**config.mk**
```make
export PLATFORM = sky130hd
export DESIGN_NAME = instruction_fetch_unit
export DESIGN_NICKNAME = d
export VERILOG_FILES = /design/src/rtl/instruction_fetch_unit.sv
export SDC_FILE = /design/constraint.sdc
export NUM_CORES = 1
export LEC_CHECK = 0
export CELL_PAD_IN_SITES_DETAIL_PLACEMENT = 1
export CELL_PAD_IN_SITES_GLOBAL_PLACEMENT = 1
export CORE_MARGIN = 2
export CORE_UTILIZATION = 33
export DETAILED_ROUTE_END_ITERATION = 16
export PLACE_DENSITY = 0.83
export SYNTH_ARGS = -nofsm -noshare
export SYNTH_HDL_FRONTEND = slang
export SYNTH_SLANG_ARGS = --single-unit
```
**constraint.sdc**
```tcl
create_clock -name clock -period 1.5 [get_ports clock]
set_input_delay 0.225 -clock clock [delete_from_list [all_inputs] [get_ports clock]]
set_output_delay 0.225 -clock clock [all_outputs]
set_load 0.01 [all_outputs]
```
**src/rtl/instruction_fetch_unit.sv**
```systemverilog
// Four-phase fetch/decode/execute/increment sequencer with PC and IR.
// Define FETCH_HALT_EN to make opcode 8'hFF park the unit in HALT.
module instruction_fetch_unit #(
  parameter logic [7:0] RESET_PC = 8'h00
) (
  input  logic       clock,
  input  logic       input_clear_n,
  input  logic       input_clock_enable,
  input  logic [7:0] input_mem_data,
  input  logic       input_mem_ready,
  input  logic       input_jump,
  input  logic [7:0] input_jump_addr,
  output logic [7:0] output_mem_addr,
  output logic       output_mem_req,
  output logic [7:0] output_ir,
  output logic [7:0] output_pc,
  output logic       output_fetch,
  output logic       output_decode,
  output logic       output_execute,
  output logic       output_increment,
  output logic       output_halt
);

`ifdef FETCH_HALT_EN
  typedef enum logic [2:0] {
    S_FETCH,
    S_DECODE,
    S_EXECUTE,
    S_INCR,
    S_HALT
  } state_e;
`else
  typedef enum logic [1:0] {
    S_FETCH,
    S_DECODE,
    S_EXECUTE,
    S_INCR
  } state_e;
`endif

  state_e     state_q, state_d;
  logic [7:0] pc_q, pc_d;
  logic [7:0] ir_q, ir_d;
  logic       jp_q, jp_d;
  logic [7:0] jt_q, jt_d;

  always_ff @(posedge clock or negedge input_clear_n) begin
    if (!input_clear_n) begin
      state_q <= S_FETCH;
      pc_q    <= RESET_PC;
      ir_q    <= 8'h00;
      jp_q    <= 1'b0;
      jt_q    <= 8'h00;
    end else begin
      state_q <= state_d;
      pc_q    <= pc_d;
      ir_q    <= ir_d;
      jp_q    <= jp_d;
      jt_q    <= jt_d;
    end
  end

  always_comb begin
    state_d = state_q;
    pc_d    = pc_q;
    ir_d    = ir_q;
    jp_d    = jp_q;
    jt_d    = jt_q;
    unique case (state_q)
      S_FETCH: begin
        if (input_clock_enable && input_mem_ready) begin
          ir_d    = input_mem_data;
          state_d = S_DECODE;
        end
      end
      S_DECODE: begin
        if (input_clock_enable) begin
          state_d = S_EXECUTE;
`ifdef FETCH_HALT_EN
          if (ir_q == 8'hFF) state_d = S_HALT;
`endif
        end
      end
      S_EXECUTE: begin
        if (input_clock_enable) begin
          if (input_jump) begin
            jp_d = 1'b1;
            jt_d = input_jump_addr;
          end
          state_d = S_INCR;
        end
      end
      S_INCR: begin
        if (input_clock_enable) begin
          pc_d    = jp_q ? jt_q : pc_q + 8'd1;
          jp_d    = 1'b0;
          state_d = S_FETCH;
        end
      end
`ifdef FETCH_HALT_EN
      // Only reset leaves HALT.
      S_HALT: ;
`endif
    endcase
  end

  assign output_pc        = pc_q;
  assign output_mem_addr  = pc_q;
  assign output_ir        = ir_q;
  assign output_fetch     = (state_q == S_FETCH);
  assign output_decode    = (state_q == S_DECODE);
  assign output_execute   = (state_q == S_EXECUTE);
  assign output_increment = (state_q == S_INCR);
  assign output_mem_req   = (state_q == S_FETCH);
`ifdef FETCH_HALT_EN
  assign output_halt      = (state_q == S_HALT);
`else
  assign output_halt      = 1'b0;
`endif

endmodule

```
==> results of run 1 <==
==> kinds of logic (layout without fill, tap and decap cells) <==
group	count (synthesis)	in the layout	synth area share
other	1	1	0.00267
muxes	18	18	0.144
DFF	27	27	0.482
adders and majority gates	5	5	0.0446
buffers and inverters	18	77	0.0821
AOI/OAI and AO/OA	27	27	0.116
and+or+nand+nor	30	30	0.129
==> layer usage <==
metal  vias to the layer above  GRT usage  share of wire
li1                        562          -              -
met1                       578      0.179           0.40
met5                         -          0              0
met4                         0     0.0523          0.013
met3                         5     0.0538          0.075
met2                        41      0.275           0.51
==> final timing paths <==
| check | start | endpoint | slack, ns | depth (start not counted) |
|---|---|---|---|---|
| max | state_q[0]$_DFFE_PN0P_ | output_ir[1]$_DFFE_PN0P_ | 0.04 | 6 |
| max reg2reg | state_q[0]$_DFFE_PN0P_ | output_ir[1]$_DFFE_PN0P_ | 0.04 | 6 |
| max in group asynchronous | input_clear_n | state_q[1]$_DFFE_PN0P_ | 0.90 | 2 |
| min reg2reg | output_ir[7]$_DFFE_PN0P_ | output_ir[7]$_DFFE_PN0P_ | 0.52 | 1 |
| min | input_clear_n | output_ir[2]$_DFFE_PN0P_ | 0.31 | 2 |
| min in group clock | output_ir[7]$_DFFE_PN0P_ | output_ir[7]$_DFFE_PN0P_ | 0.52 | 1 |
==> per-stage QoR <==
| stage | hold slack (ns) | area (um^2) | total power [mW] | TNS (ns) | utilization |
|---|---|---|---|---|---|
| after CTS | 0.324 | 2050 | 4.17 | -0.00703 | 0.506 |
| after floorplan | -0.0706 | 1400 | 2.57 | 0 | - |
| after global routing | 0.346 | 2110 | 4.64 | -0.00132 | 0.520 |
| after detailed placement | 0.498 | 1920 | 3.57 | -0.941 | 0.474 |
| after global placement | 0.484 | 1920 | 3.44 | -0.0889 | 0.474 |
| final | 0.308 | 2110 | 4.33 | 0 | 0.520 |
==> layout by cell type, fill, tap and decap left out, types with 2 or more instances in the layout <==
cell type,netlist,routed
ha_4,0,2
and4_1,3,3
nand3_4,0,2
buf_6,0,2
inv_1,4,2
a21oi_1,8,7
nor2_1,7,7
o21ai_0,9,9
clkbuf_8,0,3
buf_2,2,4
nand4_1,2,2
dfrtp_1,27,20
nand2b_1,2,2
dfrtp_2,0,7
buf_4,12,18
nand3_1,2,2
clkdlybuf4s50_1,0,44
nand2_1,5,5
mux2_2,17,16
ha_2,0,2
==> layout make-up <==
type | instances | area [um^2]
fill | 427 | 1950
inverter | 4 | 20.0
multi-input combinational | 81 | 671
clock buffer | 3 | 41.3
tap | 50 | 62.6
timing repair buffer | 69 | 627
sequential | 27 | 684
clock inverter | 1 | 5.00
==> sequential cells by signal (all words and copies together) (netlist names) <==
register	flops
output_ir	8
jp_q	1
jt_q	8
state_q	2
output_mem_addr	8
==> power by group <==
group / switching [mW] / internal, mW
Combinational: 1.08 / 1.44
Clock: 0.237 / 0.187
Sequential: 0.274 / 1.10
Total: 1.60 / 2.73
==> repair_timing <==
action / in CTS / in global routing
setup buffers: 5 / 6
pin swaps: 1 / 1
setup endpoints to repair: 27 / 30
resized for setup: 30 / 11
hold buffers: 0 / 0
gates cloned: 0 / 0
==> critical path, cell delays in order (launching register included) <==
cell,delay (ns)
dfrtp_1,0.39
buf_6,0.13
inv_6,0.04
ha_4,0.17
buf_6,0.12
nand3_4,0.14
mux2_2,0.36
==> impl_metrics.env, run 1 <==
export IMPL_status="complete, no violations"
export IMPL_via_per_inst=5.05
export IMPL_die_area_um2=4790
export IMPL_place_ws_ns=-0.0658
export IMPL_synth_edf_count=0
export IMPL_grt_pass1_wl_mm=5.98
export IMPL_drive_gt1_frac=0.346
export IMPL_rsz0062_at_grt="yes"
export IMPL_instances_no_fill=235
export IMPL_synthFlopType="dfrtp_1"
export IMPL_rows=23
export IMPL_synth_area_um2=1400
export IMPL_synth_cells=126
export IMPL_grt_pass1_vias=1243
export IMPL_synth_seq_cells=27
export IMPL_cts_tree="built"
export IMPL_vias=1186
export IMPL_synth_distinct_cells=33
export IMPL_seq_area_frac_synth=0.482
export IMPL_io_buffer_count=49
export IMPL_arrival_ns=1.62
export IMPL_yosysTopAreaCellShare=0.482
export IMPL_dpl_hpwl_mm=2.69
export IMPL_async_reset_ff_frac=1.00
export IMPL_clk_pin_slew_worst_paths_ns=0.10
export IMPL_drc=0
export IMPL_yosys_top_cells_count="dfrtp_1 (27), mux2_2 (17), buf_4 (12), o21ai_0 (9), a21oi_1 (8)"
export IMPL_setup_viol_count_final=0
export IMPL_finalMaxSlewViolations=0
export IMPL_avgSynthCellArea_um2=11.1
export IMPL_yosysTopAreaCell="dfrtp_1"
export IMPL_htree_levels=1
export IMPL_critPathKind="reg -> reg"
export IMPL_antenna_found_initial=0
export IMPL_die_h_um=69.2
export IMPL_vdd_drop_max_v=0.000997
export IMPL_cp_start_kind="flop"
export IMPL_cp_max_fo=8
export IMPL_syn_to_final_growth_pct=50.5
export IMPL_hold_path_class="in -> async"
export IMPL_worstPathRequired_ns=1.66
export IMPL_period_needed_ns=1.46
export IMPL_hold_viol=0
export IMPL_p_per_area_nw_per_um2=2050
export IMPL_nets=212
export IMPL_grt_util_all_layers=0.157
export IMPL_clk_path_buf_depth=2
export IMPL_routed_wirelength_mm=3.73
export IMPL_core_um2=4060
export IMPL_synth_most_common_cell="dfrtp_1"
export IMPL_synthTopCellsByArea="dfrtp_1 (48%), mux2_2 (14%), buf_4 (6.4%)"
export IMPL_first_pass_iters=4
export IMPL_drtAntennaViolNets=0
export IMPL_grt_overflow=0
export IMPL_clk_latency_ns=0.28
export IMPL_total_leakage_power_nw=0.893
export IMPL_die_w_um=69.2
export IMPL_min_period_over_period=0.972
export IMPL_layout_setup_ws_ns=0.0426
export IMPL_dp_cells=220
export IMPL_place_congestion=0.845
export IMPL_clock_skew_ns=0.00293
export IMPL_timing_fmax_ghz=0.686
export IMPL_cts_sinks=27
export IMPL_start_util=0.346
export IMPL_antennaDiodeCount=0
export IMPL_grt_max_degree=28
export IMPL_clockRootBuffer="clkbuf_8"
export IMPL_numCtsBuffers=3
export IMPL_ios=51
export IMPL_drtIter0Drc=47
export IMPL_wire_per_inst_um=15.9
export IMPL_max_cap_violations=0
export IMPL_end_kind="flop"
export IMPL_ys_warn_count=0
export IMPL_synth_nets=152
(Power assumes the default switching activity.)
==> run 2: changes to the inputs <==
--- a/config.mk
+++ b/config.mk
@@ -5,6 +5,7 @@
 export SDC_FILE = /design/constraint.sdc
 export NUM_CORES = 1
 export LEC_CHECK = 0
+export ABC_CLOCK_PERIOD_IN_PS = 1500
 export CELL_PAD_IN_SITES_DETAIL_PLACEMENT = 1
 export CELL_PAD_IN_SITES_GLOBAL_PLACEMENT = 1
 export CORE_MARGIN = 2
==> results of run 2 <==
The final DEF is identical to that of run 1; final timing and power are the same.
